### src/rtl/nreno_timeout_engine.sv
// nreno_timeout_engine
// Two-stage NewReno retransmission-timeout handler shared by all flows.
// Stage 1 registers the request and its flight size; stage 2 registers the
// retransmit range, the new window/context and the RTO.
// Optional build macro: NRENO_TO_BACKOFF_EN (RTO exponential backoff).
module nreno_timeout_engine #(
   parameter int SEQ_W       = 32,
   parameter int WIN_W       = 9,
   parameter int TIMER_W     = 32,
   parameter int FLOW_ID_W   = 10,
   parameter int BO_W        = 3,
   parameter int MAX_BACKOFF = 6,
   parameter int RTX_BURST   = 4,
   parameter int LOSS_WND    = 1,
   parameter int CTX_W       = 4*WIN_W+SEQ_W+BO_W+2
) (
   input  logic                 clk,
   input  logic                 rst,
   input  logic                 in_valid,
   output logic                 in_ready,
   input  logic [FLOW_ID_W-1:0] in_flow_id,
   input  logic                 timeout_expired,
   input  logic [SEQ_W-1:0]     wnd_start_in,
   input  logic [SEQ_W-1:0]     next_new_in,
   input  logic [WIN_W-1:0]     wnd_size_in,
   input  logic [TIMER_W-1:0]   rtx_timer_amnt_in,
   input  logic [CTX_W-1:0]     user_cntxt_in,
   output logic                 out_valid,
   input  logic                 out_ready,
   output logic [FLOW_ID_W-1:0] out_flow_id,
   output logic                 mark_rtx,
   output logic [SEQ_W-1:0]     rtx_start,
   output logic [SEQ_W-1:0]     rtx_end,
   output logic [WIN_W-1:0]     wnd_size_out,
   output logic [TIMER_W-1:0]   rtx_timer_amnt_out,
   output logic [CTX_W-1:0]     user_cntxt_out,
   output logic [31:0]          timeout_cnt
);

   // Stage 1 registers
   logic                 r_s1_valid;
   logic                 r_s1_timeout;
   logic [FLOW_ID_W-1:0] r_s1_flow_id;
   logic [SEQ_W-1:0]     r_s1_wnd_start;
   logic [SEQ_W-1:0]     r_s1_next_new;
   logic [SEQ_W-1:0]     r_s1_flight;
   logic [WIN_W-1:0]     r_s1_wnd_size;
   logic [TIMER_W-1:0]   r_s1_rto;
   logic [CTX_W-1:0]     r_s1_cntxt;

   // Stage 2 (output) registers
   logic                 r_out_valid;
   logic [FLOW_ID_W-1:0] r_out_flow_id;
   logic                 r_mark_rtx;
   logic [SEQ_W-1:0]     r_rtx_start;
   logic [SEQ_W-1:0]     r_rtx_end;
   logic [WIN_W-1:0]     r_wnd_size;
   logic [TIMER_W-1:0]   r_rto;
   logic [CTX_W-1:0]     r_cntxt;
   logic [31:0]          r_timeout_cnt;

   // Combinational timeout results computed from stage 1
   logic                 w_adv;
   logic [SEQ_W-1:0]     w_burst;
   logic [SEQ_W-1:0]     w_recover;
   logic [WIN_W-1:0]     w_flight_clamped;
   logic [WIN_W-1:0]     w_half_flight;
   logic [WIN_W-1:0]     w_ss_thresh;
   logic [BO_W-1:0]      w_backoff_in;
   logic [BO_W-1:0]      w_backoff_new;
   logic [TIMER_W-1:0]   w_rto_timeout;
   logic [CTX_W-1:0]     w_cntxt_timeout;

   // Both stages advance together; a stalled output freezes the whole pipe.
   assign w_adv    = !r_out_valid || out_ready;
   assign in_ready = w_adv;

   assign out_valid          = r_out_valid;
   assign out_flow_id        = r_out_flow_id;
   assign mark_rtx           = r_mark_rtx;
   assign rtx_start          = r_rtx_start;
   assign rtx_end            = r_rtx_end;
   assign wnd_size_out       = r_wnd_size;
   assign rtx_timer_amnt_out = r_rto;
   assign user_cntxt_out     = r_cntxt;
   assign timeout_cnt        = r_timeout_cnt;

   // Burst size, flight-based ss_thresh, backoff and the rebuilt context
   always_comb begin
      w_backoff_in = r_s1_cntxt[CTX_W-1 -: BO_W];

      // At least one segment is always marked, even with nothing in flight.
      if (r_s1_flight == '0)
         w_burst = SEQ_W'(1);
      else if (r_s1_flight < SEQ_W'(RTX_BURST))
         w_burst = r_s1_flight;
      else
         w_burst = SEQ_W'(RTX_BURST);

      // Flight sizes beyond the window field saturate before halving.
      if (|r_s1_flight[SEQ_W-1:WIN_W])
         w_flight_clamped = '1;
      else
         w_flight_clamped = r_s1_flight[WIN_W-1:0];

      w_half_flight = w_flight_clamped >> 1;
      w_ss_thresh   = (w_half_flight < WIN_W'(2)) ? WIN_W'(2) : w_half_flight;

      if (w_backoff_in >= BO_W'(MAX_BACKOFF))
         w_backoff_new = BO_W'(MAX_BACKOFF);
      else
         w_backoff_new = w_backoff_in + BO_W'(1);

      w_recover = r_s1_next_new - SEQ_W'(1);

      w_cntxt_timeout = {w_backoff_new, 1'b0, w_recover, 1'b1,
                         {WIN_W{1'b0}}, w_ss_thresh, {WIN_W{1'b0}},
                         WIN_W'(LOSS_WND)};
   end

`ifdef NRENO_TO_BACKOFF_EN
   // Wide enough to hold the largest possible shift without losing bits.
   localparam int SH_W = TIMER_W + (2**BO_W) - 1;
   logic [SH_W-1:0] w_rto_wide;

   // RTO scaled by 2^backoff, saturating to all-ones on overflow
   always_comb begin
      w_rto_wide    = SH_W'(r_s1_rto) << w_backoff_new;
      w_rto_timeout = (|w_rto_wide[SH_W-1:TIMER_W]) ? {TIMER_W{1'b1}}
                                                    : w_rto_wide[TIMER_W-1:0];
   end
`else
   assign w_rto_timeout = r_s1_rto;
`endif

   // Stage 1: capture the request and its flight size (modular difference)
   always_ff @(posedge clk) begin
      if (rst) begin
         r_s1_valid     <= 1'b0;
         r_s1_timeout   <= 1'b0;
         r_s1_flow_id   <= '0;
         r_s1_wnd_start <= '0;
         r_s1_next_new  <= '0;
         r_s1_flight    <= '0;
         r_s1_wnd_size  <= '0;
         r_s1_rto       <= '0;
         r_s1_cntxt     <= '0;
      end else if (w_adv) begin
         r_s1_valid     <= in_valid;
         r_s1_timeout   <= timeout_expired;
         r_s1_flow_id   <= in_flow_id;
         r_s1_wnd_start <= wnd_start_in;
         r_s1_next_new  <= next_new_in;
         r_s1_flight    <= next_new_in - wnd_start_in;
         r_s1_wnd_size  <= wnd_size_in;
         r_s1_rto       <= rtx_timer_amnt_in;
         r_s1_cntxt     <= user_cntxt_in;
      end
   end

   // Stage 2: register results; data holds when no new request arrives
   always_ff @(posedge clk) begin
      if (rst) begin
         r_out_valid   <= 1'b0;
         r_out_flow_id <= '0;
         r_mark_rtx    <= 1'b0;
         r_rtx_start   <= '0;
         r_rtx_end     <= '0;
         r_wnd_size    <= '0;
         r_rto         <= '0;
         r_cntxt       <= '0;
      end else if (w_adv) begin
         r_out_valid <= r_s1_valid;
         if (r_s1_valid) begin
            r_out_flow_id <= r_s1_flow_id;
            r_rtx_start   <= r_s1_wnd_start;
            if (r_s1_timeout) begin
               r_mark_rtx <= 1'b1;
               r_rtx_end  <= r_s1_wnd_start + w_burst;
               r_wnd_size <= WIN_W'(LOSS_WND);
               r_rto      <= w_rto_timeout;
               r_cntxt    <= w_cntxt_timeout;
            end else begin
               r_mark_rtx <= 1'b0;
               r_rtx_end  <= r_s1_wnd_start;
               r_wnd_size <= r_s1_wnd_size;
               r_rto      <= r_s1_rto;
               r_cntxt    <= r_s1_cntxt;
            end
         end
      end
   end

   // Saturating count of timeout results actually handed to the consumer
   always_ff @(posedge clk) begin
      if (rst) begin
         r_timeout_cnt <= '0;
      end else if (r_out_valid && out_ready && r_mark_rtx && (r_timeout_cnt != 32'hFFFF_FFFF)) begin
         r_timeout_cnt <= r_timeout_cnt + 32'd1;
      end
   end

endmodule

### config.mk
export PLATFORM = sky130hd
export DESIGN_NAME = nreno_timeout_engine
export DESIGN_NICKNAME = d
export VERILOG_FILES = /design/src/rtl/nreno_timeout_engine.sv
export SDC_FILE = /design/constraint.sdc
export NUM_CORES = 1
export LEC_CHECK = 0
export ABC_AREA = 1
export CORE_UTILIZATION = 29
export DETAILED_ROUTE_END_ITERATION = 16
export GPL_TIMING_DRIVEN = 0
export SLEW_MARGIN = 0
export SYNTH_ARGS = -nofsm -noshare
export SYNTH_HDL_FRONTEND = slang
export SYNTH_SLANG_ARGS = --single-unit
### constraint.sdc
create_clock -name clk -period 4.45 [get_ports clk]
set_clock_uncertainty 0.05 [all_clocks]
set_input_delay 1.1125 -clock clk [delete_from_list [all_inputs] [get_ports clk]]
set_output_delay 1.1125 -clock clk [all_outputs]
set_load 0.02 [all_outputs]
==> flow_metrics.tcl <==
set metrics [dict create \
    cp-startpoint "out_ready" \
    worst_pin_slew_ns 1.08 \
    critPathMaxFanout 25 \
    overflow 0 \
    async_reset_ff_share_pct 0 \
    cp.arrival_ns 3.12 \
    coreArea_um2 74700 \
    cp-end-kind "output port" \
    powerDensity_nw_per_um2 370 \
    synthesis.area_um2 22000 \
    cts_resized 0 \
    finalNetCount 3990 \
    area_growth_syn_to_layout_pct 32.4 \
    clkLatencyLatePin_ns 0.61 \
    crit_family "buffers and inverters" \
    grt_pass1_vias 22100 \
    cp.required_ns 3.29 \
    power.total_mw 10.8 \
    worstHoldPathType "reg -> reg" \
    period_minus_slack_ns 4.28 \
    rsz0062_at_grt "no" \
    drv_cap 0 \
    path_buf_inv 3 \
    post-route-period-util_pct 96.3 \
    cts-buffers-inserted 50 \
    synth_warnings 0 \
    final_hold_viol_count 0 \
    postRouteAntennaNets 0 \
    r2r_slack_ns 1.03 \
    wire_per_inst_um 20.4 \
    crit_chain "clkdlybuf4s50_1, nor2_4, inv_2, clkdlybuf4s50_1" \
    fp.dieH_um 277 \
    max_stage_delay_ns 0.73 \
    dpl_cell_area_um2 27500 \
    cp-start-kind "input port" \
    synth_edf_count 0 \
    finalInstanceArea_um2 29100 \
    drt_iter0_markers 1722 \
    track_usage_pct 24.4 \
    synth_ff_type "dfxtp_1" \
    worstHoldPathCells 2 \
    portBuffers 414 \
    hp-start "r_s1_cntxt[63]" \
    grt_pass1_wl_um 140000 \
    via_per_inst 4.88 \
    vias 23200 \
    fmax_ghz 0.233 \
    setup_viol 0 \
    clk_pin_slew_ns 0.07 \
    fillers 7911 \
    ys_ff_latch 444 \
    status "complete, no violations" \
    synth_area_per_cell_um2 6.80 \
    dr.pass1.iters 5 \
    critPathSlowestCell "clkdlybuf4s50_1" \
    cts_tree "yes" \
    relSlewSlack_pct 28.1 \
    drc 0 \
    seqCellArea_um2 8890 \
    clk_path_buf_depth 3 \
    synthCells 3238 \
    place.gp.congestion 0.971 \
    r2r-end "rtx_end[24]" \
    ir_drop_uv 288 \
    p_leak_nw 12.6 \
    cts_root_buf "clkbuf_16" \
    num_io_pins 416 \
    multi_input_area_um2 11300 \
    fp.dieW_um 277 \
    synth_cell_types 50 \
    drt-total-wl_um 96500 \
    clock-sinks 444 \
    num_rows 100 \
    holdPathEnd "r_s1_cntxt[63]" \
    floorplan.initialDensity_pct 29.5 \
    worstSetupPathType "in -> out" \
    slew_viol_final 0 \
    grt_max_degree 26 \
    dieArea_um2 77000 \
    hpwl_um 78300 \
    ctsHoldBuffers 0 \
    reg2reg_depth 19 \
    path_common_cell "clkdlybuf4s50_1" \
    reg2reg_from "r_s1_flight[22]" \
    cts_max_level 2 \
    seq_area_frac_synth_pct 40.4 \
    antenna_found_initial 12 \
    drive_gt1_share_pct 4.59 \
]
==> power breakdown <==
part | total [mW] | internal, mW | switching (mW) | leakage [nW]
combinational | 2.10 | 0.769 | 1.33 | 8.13
sequential | 4.43 | 4.25 | 0.179 | 3.66
clock | 4.27 | 2.46 | 1.81 | 0.829
total | 10.8 | 7.48 | 3.32 | 12.6
==> cell families after synthesis <==
logic type | Yosys count | share of synthesized area (%)
compound gates | 771 | 18.5
xor+xnor | 47 | 1.87
fa+ha+maj | 68 | 3.93
buf+inv | 500 | 8.88
flops | 444 | 40.4
other cells | 1 | 0.0170
simple gates | 1407 | 26.4
==> registers in the layout, summed over array words and instances, names as in the netlist <==
name and flops:
r_s1_cntxt 73, user_cntxt_out 73, r_s1_flight 32, r_s1_next_new 32, r_s1_rto 32, r_s1_wnd_start 32
rtx_end 32, rtx_start 32, rtx_timer_amnt_out 32, timeout_cnt 32, out_flow_id 10, r_s1_flow_id 10
r_s1_wnd_size 9, wnd_size_out 9, mark_rtx 1, out_valid 1, r_s1_timeout 1, r_s1_valid 1
==> area by class of cell <==
cell class | count | share of cell area, %
clock buffers | 70 | 5.00
flip-flops and latches | 444 | 30.5
plain buffers | 152 | 2.21
well taps | 969 | 4.16
multi-input cells | 2321 | 38.7
diodes | 7 | 0.0601
clock inverters | 19 | 0.709
inverters | 346 | 4.47
repair buffers | 414 | 14.2
==> per-stage QoR <==
stage	hold slack [ns]	setup WS (ns)	cells	utilization [%]	TNS (ns)
final	0.408	0.165	4742	39.0	0
after global routing	0.418	0.147	4742	39.0	0
after CTS	0.406	0.174	4735	39.0	0
after detailed placement	0.396	-0.794	4648	36.8	-0.794
after global placement	0.392	-0.780	4648	36.8	-0.780
after floorplan	0.375	1.38	3265	-	0
==> placed cells by master (no fill, tap or decap), drive strengths merged <==
master,instances
o21bai,22
o21a,1
nand3b,7
bufinv,3
and2,5
nand3,114
dfxtp,444
or2,9
a211oi,1
and3,1
xnor2,9
a21o,4
o21ai,380
a221oi,2
inv,348
nand4,21
clkinv,13
o221ai,4
diode,7
fa,2
xor2,38
nor3b,1
a21oi,303
ha,66
nor3,31
nor2,572
a31oi,14
clkinvlp,1
nand2,633
clkbuf,177
conb,28
clkdlybuf4s50,414
a22oi,20
nor4,13
buf,45
o211ai,20
==> synth_stat cells, types with 26 or more instances <==
cell	count	area (µm²)
a21oi_1	301	1510
buf_2	35	175
clkbuf_1	109	409
dfxtp_1	444	8890
ha_1	66	826
inv_1	339	1270
nand2_1	625	2350
nand3_1	109	546
nor2_1	556	2090
nor3_1	26	130
o21ai_0	376	1880
xor2_1	38	333
==> routing by layer <==
layer / wire length, µm / up-vias / global-route usage, % / part of all wire [%]
met2: 44500 / 754 / 40.5 / 46
li1: - / 11400 / - / -
met3: 6560 / 178 / 5.18 / 6.8
met1: 41100 / 10800 / 30.4 / 43
met5: 66 / - / 0 / 0.068
met4: 4320 / 10 / 10.5 / 4.5
==> timing repair <==
item                       4_1_cts  5_1_grt
setup buffers                    0        0
setup endpoints to repair        1        0
hold endpoints to repair         0        0
==> tightest hold or removal path, cell delays in order, from the launching register on <==
cell	delay, ns
dfxtp_1	0.30
inv_1	0.06
a21oi_1	0.06
==> how the worst max path moves through the flow <==
stage | cells past startpoint | slack (ns) | to
after floorplan | 4 | 1.38 | in_ready
after global placement | 6 | -0.78 | in_ready
after detailed placement | 6 | -0.79 | in_ready
after CTS | 4 | 0.17 | in_ready
after global routing | 4 | 0.15 | in_ready
final | 4 | 0.17 | in_ready
No activity file was read; power rests on OpenSTA's default activity.
